**src/rtl/instr_fetch_unit.sv**
```systemverilog
// Instruction fetch unit: keeps one instruction-memory read in flight and queues the returned
// instructions, each tagged with its byte PC, in a small prefetch FIFO for the decode stage.
module instr_fetch_unit #(
    parameter int unsigned       ADDR_W     = 8,
    parameter int unsigned       DATA_W     = 8,
    parameter int unsigned       PC_STEP    = 4,
    parameter logic [ADDR_W-1:0] RESET_PC   = '0,
    parameter int unsigned       FIFO_DEPTH = 2
) (
    input  logic              clk,
    input  logic              rst_n,
    input  logic              fetch_en,
    input  logic              redirect_valid,
    input  logic [ADDR_W-1:0] redirect_pc,
    output logic              imem_req,
    output logic [ADDR_W-1:0] imem_addr,
    input  logic              imem_ack,
    input  logic [DATA_W-1:0] imem_data,
    output logic              instr_valid,
    input  logic              instr_ready,
    output logic [DATA_W-1:0] instr_out,
    output logic [ADDR_W-1:0] instr_pc
);

    localparam int unsigned       PTR_W    = (FIFO_DEPTH > 1) ? $clog2(FIFO_DEPTH) : 1;
    localparam int unsigned       CNT_W    = PTR_W + 1;
    localparam logic [CNT_W-1:0]  FULL_CNT = CNT_W'(FIFO_DEPTH);
    localparam logic [ADDR_W-1:0] STEP     = ADDR_W'(PC_STEP);

    typedef enum logic [1:0] {StIdle, StReq, StDiscard} state_e;

    state_e            state_q;
    logic              req_q;
    logic [ADDR_W-1:0] pc_q;
    logic [ADDR_W-1:0] req_addr_q;
    logic [PTR_W-1:0]  wr_ptr_q;
    logic [PTR_W-1:0]  rd_ptr_q;
    logic [CNT_W-1:0]  count_q;
    logic [DATA_W-1:0] last_data_q;
    logic [ADDR_W-1:0] last_pc_q;

    logic [DATA_W-1:0] fifo_data [FIFO_DEPTH];
    logic [ADDR_W-1:0] fifo_pc   [FIFO_DEPTH];

    logic              push;
    logic              pop;
    logic [CNT_W-1:0]  count_next;
    logic [ADDR_W-1:0] pc_inc;
    logic [ADDR_W-1:0] redirect_tgt;

    assign imem_req    = req_q;
    assign imem_addr   = req_addr_q;
    assign instr_valid = (count_q != '0);
    // Outputs fall back to the last presented head so they hold while the FIFO is empty.
    assign instr_out   = instr_valid ? fifo_data[rd_ptr_q] : last_data_q;
    assign instr_pc    = instr_valid ? fifo_pc[rd_ptr_q] : last_pc_q;

    always_comb begin
        push         = (state_q == StReq) && imem_ack && !redirect_valid;
        pop          = instr_valid && instr_ready;
        count_next   = count_q + CNT_W'(push) - CNT_W'(pop);
        pc_inc       = pc_q + STEP;
        redirect_tgt = redirect_pc & ~ADDR_W'(3);
    end

    always_ff @(posedge clk) begin
        if (push) begin
            fifo_data[wr_ptr_q] <= imem_data;
            fifo_pc[wr_ptr_q]   <= req_addr_q;
        end
    end

    always_ff @(posedge clk) begin
        if (!rst_n) begin
            state_q     <= StIdle;
            req_q       <= 1'b0;
            pc_q        <= RESET_PC;
            req_addr_q  <= RESET_PC;
            wr_ptr_q    <= '0;
            rd_ptr_q    <= '0;
            count_q     <= '0;
            last_data_q <= '0;
            last_pc_q   <= '0;
        end else begin
            if (instr_valid) begin
                last_data_q <= fifo_data[rd_ptr_q];
                last_pc_q   <= fifo_pc[rd_ptr_q];
            end

            // A redirect flushes the buffer and overrides any push or pop this cycle.
            if (redirect_valid) begin
                wr_ptr_q <= '0;
                rd_ptr_q <= '0;
                count_q  <= '0;
            end else begin
                if (push) wr_ptr_q <= wr_ptr_q + 1'b1;
                if (pop)  rd_ptr_q <= rd_ptr_q + 1'b1;
                count_q <= count_next;
            end

            unique case (state_q)
                StIdle: begin
                    if (redirect_valid) begin
                        pc_q <= redirect_tgt;
                    end else if (fetch_en && (count_q < FULL_CNT)) begin
                        req_addr_q <= pc_q;
                        req_q      <= 1'b1;
                        state_q    <= StReq;
                    end
                end
                StReq: begin
                    if (imem_ack) begin
                        if (redirect_valid) begin
                            pc_q    <= redirect_tgt;
                            req_q   <= 1'b0;
                            state_q <= StIdle;
                        end else begin
                            pc_q <= pc_inc;
                            if (fetch_en && (count_next < FULL_CNT)) begin
                                req_addr_q <= pc_inc;
                            end else begin
                                req_q   <= 1'b0;
                                state_q <= StIdle;
                            end
                        end
                    end else if (redirect_valid) begin
                        // Request cannot be withdrawn; keep it up and drop its data later.
                        pc_q    <= redirect_tgt;
                        state_q <= StDiscard;
                    end
                end
                StDiscard: begin
                    if (redirect_valid) pc_q <= redirect_tgt;
                    if (imem_ack) begin
                        req_q   <= 1'b0;
                        state_q <= StIdle;
                    end
                end
                default: begin
                    req_q   <= 1'b0;
                    state_q <= StIdle;
                end
            endcase
        end
    end

endmodule

```
**config.mk**
```make
export PLATFORM = sky130hd
export DESIGN_NAME = instr_fetch_unit
export DESIGN_NICKNAME = d
export VERILOG_FILES = /design/src/rtl/instr_fetch_unit.sv
export SDC_FILE = /design/constraint.sdc
export NUM_CORES = 1
export LEC_CHECK = 0
export CAP_MARGIN = 20
export CORE_AREA = 5 5 91 93
export DETAILED_ROUTE_END_ITERATION = 6
export DIE_AREA = 0 0 96 98
export PLACE_DENSITY = 0.66
export REMOVE_ABC_BUFFERS = 1
export SYNTH_ARGS = -nofsm -noshare
export SYNTH_HDL_FRONTEND = slang
export SYNTH_SLANG_ARGS = --single-unit
```
**constraint.sdc**
```tcl
create_clock -name clk -period 2.85 [get_ports clk]
set_input_delay 0.57 -clock clk [delete_from_list [all_inputs] [get_ports clk]]
set_output_delay 0.57 -clock clk [all_outputs]
set_load 0.005 [all_outputs]
```
; ---- Yosys cells after proc, flatten, opt, wreduce, memory -nomap -nowiden
; Memories as Yosys holds them, arrays and structs flattened. A register that Yosys moved wholly into a read port is not among the register bits.
; Index checks and enable logic that the tools add are counted.
[word_totals]
register_bits = 39
latchBits = 0
mem_bits_rw = 32
romBits = 0
word_cells = 77
n_memories = 2
[mem_list]
columns = memory, words, word_bits, rd, rd_ports_with_merged_regs, write_ports, line
row1 = fifo_data, 2, 8, 1, 1, 1, 42  ; logic [DATA_W-1:0] fifo_data [FIFO_DEPTH];
row2 = fifo_pc, 2, 8, 1, 1, 1, 43  ; logic [ADDR_W-1:0] fifo_pc [FIFO_DEPTH];
[classes]
addsub = 5
n_mul = 0
div_mod_pow = 0
magnitude_cmp = 2
n_eq_ne = 10
n_shift = 0
muxes = 33
bitwise = 1
n_reduce_logical = 15
[op_table]
columns = operator, n
row1 = two-way mux 8 bit, 10
row2 = one-hot mux 8 bit (2 select lines), 2
row3 = two-way mux 2 bit, 7
row4 = two-way mux 1 bit, 12
row5 = "!= test 2 bit, second input constant", 5
row6 = AND reduction 5 bit, 2
row7 = "adder 8 x 3 -> 8 bit, second input constant", 1
row8 = "!= test 3 bit, second input constant", 2
row9 = one-hot mux 2 bit (3 select lines), 1
row10 = AND reduction 6 bit, 1
row11 = nonzero test 2 bit, 3
row12 = logical AND 1 bit, 5
row13 = "less-than comparator 2 bit, second input constant", 2
row14 = OR reduction 2 bit, 2
row15 = one-hot mux 1 bit (3 select lines), 1
row16 = "adder 1 bit, second input constant", 2
row17 = adder 2 x 1 -> 2 bit, 1
row18 = "equality test 2 x 1 -> 1 bit, second input constant", 1
row19 = "equality test 2 bit, second input constant", 1
row20 = logical NOT 2 bit, 1
row21 = "!= test 2 x 1 -> 1 bit, second input constant", 1
row22 = subtractor 2 x 1 -> 2 bit, 1
row23 = logical NOT 1 bit, 1
row24 = NOT 1 bit, 1

; ---- Longest topological paths before layout
[depth]
ltp_word = 11
mapped_depth = 10

; ---- Worst setup path before layout
; Ideal clock, no wire load.
[synth_timing]
kind = input to register
start = in imem_ack
end = reg req_addr_q[0] (netlist: imem_addr[0])
setup_time_ns = 0.072
t_arrival_ns = 2.649
required_time_ns = 2.778
path_slack_ns = 0.129
cell_stages = 10
path_buffers = 1
cell_sequence = buf_2 > and4bb_2 > inv_1 > ha_1 > inv_1 > ha_1 > xor2_1 > and4_4 > o31ai_4 > mux2i_1
[synth_between]
elab_chain_cells = 8
word_cells_on_any_way = 9
cone_classes = add/sub (2) / order compare (1) / eq/ne (2) / reduce/logical (4)
[synth_rtl]
columns = item, line
row1 = "start, declared", 17  ; input logic imem_ack,
row2 = logical AND 1 bit (2 in a row), 59  ; push = (state_q == StReq) && imem_ack && !redirect_valid;
row3 = adder 2 x 1 -> 2 bit, 61  ; count_next = count_q + CNT_W'(push) - CNT_W'(pop);
row4 = subtractor 2 x 1 -> 2 bit, 61
row5 = less-than comparator 2 bit, 119  ; if (fetch_en && (count_next < FULL_CNT)) begin
row6 = logical AND 1 bit, 119
row7 = != test 2 x 1 -> 1 bit (no line), --
row8 = AND reduction 6 bit (no line) *, --
row9 = "end signal, assigned", 106  ; req_addr_q <= pc_q;
row10 = "end signal, assigned", 120  ; req_addr_q <= pc_inc;
row11 = "end, declared", 35  ; logic [ADDR_W-1:0] req_addr_q;
; Every way passes the cells marked *; elsewhere a longest branch is shown, timed or not.
; A chain may end at the register's enable or synchronous reset.

; ---- Worst setup path after layout
[layout_timing]
start = in redirect_valid
end = reg req_q (netlist: imem_req)
[layout_between]
elab_chain_cells = 8
word_cells_on_any_way = 12
cone_classes = add/sub (2) / order compare (1) / eq/ne (2) / mux (3) / reduce/logical (4)
[layout_rtl]
columns = item, line
row1 = "start, declared", 13  ; input logic redirect_valid,
row2 = logical NOT 1 bit, 59
row3 = logical AND 1 bit, 59
row4 = adder 2 x 1 -> 2 bit, 61
row5 = subtractor 2 x 1 -> 2 bit, 61
row6 = less-than comparator 2 bit, 119
row7 = logical AND 1 bit, 119
row8 = != test 3 bit (no line), --
row9 = AND reduction 5 bit (no line), --
row10 = "end signal, assigned", 115  ; req_q <= 1'b0;
row11 = "end signal, assigned", 122  ; req_q <= 1'b0;
row12 = "end signal, assigned", 135  ; req_q <= 1'b0;
row13 = "end, declared", 33  ; logic req_q;
; Several ways; a longest one is shown, not always the timed one. The select of a mux whose other input is x is not followed.

==> out/results.ini <==
[logic_synthesis]
synth.top_cells.by_count = dfxtp_1 (40), nand2_1 (36), edfxtp_1 (32), mux2i_1 (25), o21ai_0 (23)
avgSynthCellArea_um2 = 11.1
ys_seq_area_frac = 0.594
yosysTopAreaCell = edfxtp_1
synthCells = 267
ys.flop_type = dfxtp_1
synth.most_common_cell = dfxtp_1
netlist.area_leader.share = 0.324
synth_edf_count = 32
synth_area_um2 = 2970
ys_types = 39
synth_warnings = 0
synth-async-reset-ratio = 0
synth-seq-cells = 72
yosys-top-cells-area = edfxtp_1 (32%), dfxtp_1 (27%), mux2i_1 (8.4%)

[die]
dieArea_um2 = 9410
fp.dieW_um = 96
rows = 32
start_util = 0.399
core-area_um2 = 7450
chipHeight_um = 98
ioPinCount = 48

[drt]
via_per_inst = 4.88
first_pass_iters = 4
vias = 2092
detail-route-antenna-nets = 0
drtIter0Drc = 85
wire_per_inst_um = 13.4
drt_wl_total_um = 5760
drc_errors = 0

[power]
p_clk_frac = 0.413
combPwrFrac = 0.071
peakVddDrop_v = 0.000235
powerDensity_nw_per_um2 = 561
leakage_uw = 0.00137
intPower_uw = 1670
netSwitchingFraction = 0.222
p_switching_uw = 475
p_seq_frac = 0.517

[layout]
drive_gt1_frac = 0.107
layout.cells.non_filler = 429
fin_nets = 347
diodes = 0
area_delta_synth_final_pct = 28.7

[worst_setup_path]
max_stage_delay_ns = 0.41
end_kind = register
cp_max_fo = 3
path_class = input pin to register
worstPathCellList = clkdlybuf4s50_1 -> and4bb_2 -> inv_1 -> ha_1 -> inv_1 -> ha_1 -> xor2_1 -> buf_4 -> xnor2_1 -> a221oi_1 -> o21ai_0
critPathSlowestCell = clkdlybuf4s50_1
cp_num_buf_inv = 4
crit_family = buffers and inverters
cp.required_ns = 3.07
cp-start-kind = input pin
arrival_ns = 2.85

[place]
hpwl_um = 3880
place_ws_ns = -0.130
post-place-cells = 413
gp_congestion = 0.774
port_buffers = 45

[grt]
globalRouteTotalUtil = 0.133
grt_pass1_vias = 2032
grt_max_degree = 33
antenna_found_initial = 0
grt_overflow_total = 0
grt_pass1_wl_um = 9760

[clock_network]
hold_buffers = 0
clk_latency_ns = 0.34
cts.sink_count = 72
cts.repair.resized = 0
cts-root-buf = clkbuf_8
cts_tree = yes
cts_max_path_buffers = 2
cts.clk_slew.worst_paths_ns = 0.08
post_cts_buffers = 0
cts-buffers-inserted = 9
ctsHtreeMaxLevel = 3

[timing]
max_freq_mhz = 380
slew-limit-headroom = 0.711
period_needed_ns = 2.63
setup_ws_ns = 0.221
slew_violations = 0
setup_viol = 0
period_share = 0.922
rsz0062_at_grt = no
skew_ns = 0.00951
hold_viol = 0
tightest_slew_ns = 0.433

[run_status]
status = finished, final reports clean

[run]
max-cap-violations = 0

[hold_path]
hold_class = register to register

[power by group through the flow]
stage / combinational [uW] / clock [uW] / sequential, uW
2_1_floorplan: 63.8 / 0 / 1130
3_3_place_gp: 149 / 0 / 1130
3_5_place_dp: 152 / 0 / 1130
4_1_cts: 153 / 914 / 1110
5_1_grt: 167 / 959 / 1110
6_report: 151 / 885 / 1110
[tightest hold or removal path: cells and delay by family, from the launching register on]
family        cells  cell delay, ns
flops             1            0.31
simple gates      1            0.05
mux               1            0.05
[cell families after synthesis]
kind of cell | count (synthesis) | synth area share
buffers and inverters | 19 | 0.0270
XOR/XNOR | 6 | 0.0177
AO/OA/AOI/OAI | 48 | 0.104
flip-flops | 72 | 0.594
AND/OR/NAND/NOR | 93 | 0.157
multiplexers | 26 | 0.0881
adder cells (fa/ha/maj) | 3 | 0.0126
[cells in the final DEF, fill, tap and decap left out, types with 3 or more instances in the layout]
cell,Yosys,routed
a21oi_1,6,6
xnor2_1,5,5
and2_1,18,18
dfxtp_1,40,40
a211oi_1,3,3
nor2_1,15,14
edfxtp_1,32,32
o21ai_0,23,23
nand2b_1,4,4
inv_1,4,4
o21a_1,3,3
nor3_1,3,3
nand2_1,36,36
clkdlybuf4s50_1,0,45
nand3_1,4,4
buf_4,1,13
clkbuf_8,0,9
mux2i_1,25,25
ha_1,3,3
[metrics by stage]
step	area [um2]	hold WS [ns]	setup TNS, ns	total power, uW	utilization
floorplan	2900	0.430	-3.48	1200	-
global placement	3600	0.445	-0.453	1280	0.484
CTS	3820	0.456	0	2170	0.513
global route	3820	0.506	0	2240	0.513
detailed placement	3600	0.444	-0.930	1280	0.484
finish	3820	0.453	0	2140	0.513
[flip-flops by register name, summed over array words and instances, names as in the netlist, named ones only]
register and cells:
fifo_data 16, fifo_pc 16, imem_addr 8, last_data_q 8
last_pc_q 8, pc_q 8, count_q 2, state_q 2
imem_req 1, rd_ptr_q 1, wr_ptr_q 1
[layout make-up]
cell class	instances	area [um2]
well taps	102	128
multi-input cells	176	1130
repair buffers	59	568
clock buffers	9	124
flip-flops and latches	72	1760
clock inverters	7	95.1
inverters	4	15.0
fillers	677	3630
[path summary, 6_finish.rpt]
path / from / to / depth (start not counted) / slack [ns]
max: redirect_valid / imem_req$_SDFFE_PN0P_ / 11 / 0.22
max reg2reg: count_q[1]$_SDFF_PP0_ / imem_req$_SDFFE_PN0P_ / 11 / 0.53
min reg2reg: pc_q[0]$_SDFFE_PN0P_ / imem_addr[0]$_SDFFE_PN0P_ / 2 / 0.45
min: pc_q[0]$_SDFFE_PN0P_ / imem_addr[0]$_SDFFE_PN0P_ / 2 / 0.45
[per-layer routing]
| metal | GRT usage | up-vias | routed length [um] |
|---|---|---|---|
| li1 | - | 1059 | - |
| met1 | 0.173 | 972 | 2680 |
| met2 | 0.203 | 55 | 2690 |
| met3 | 0.0462 | 6 | 312 |
| met4 | 0.0525 | 0 | 72 |
| met5 | 0 | - | 0 |
(Power assumes the default switching activity.)
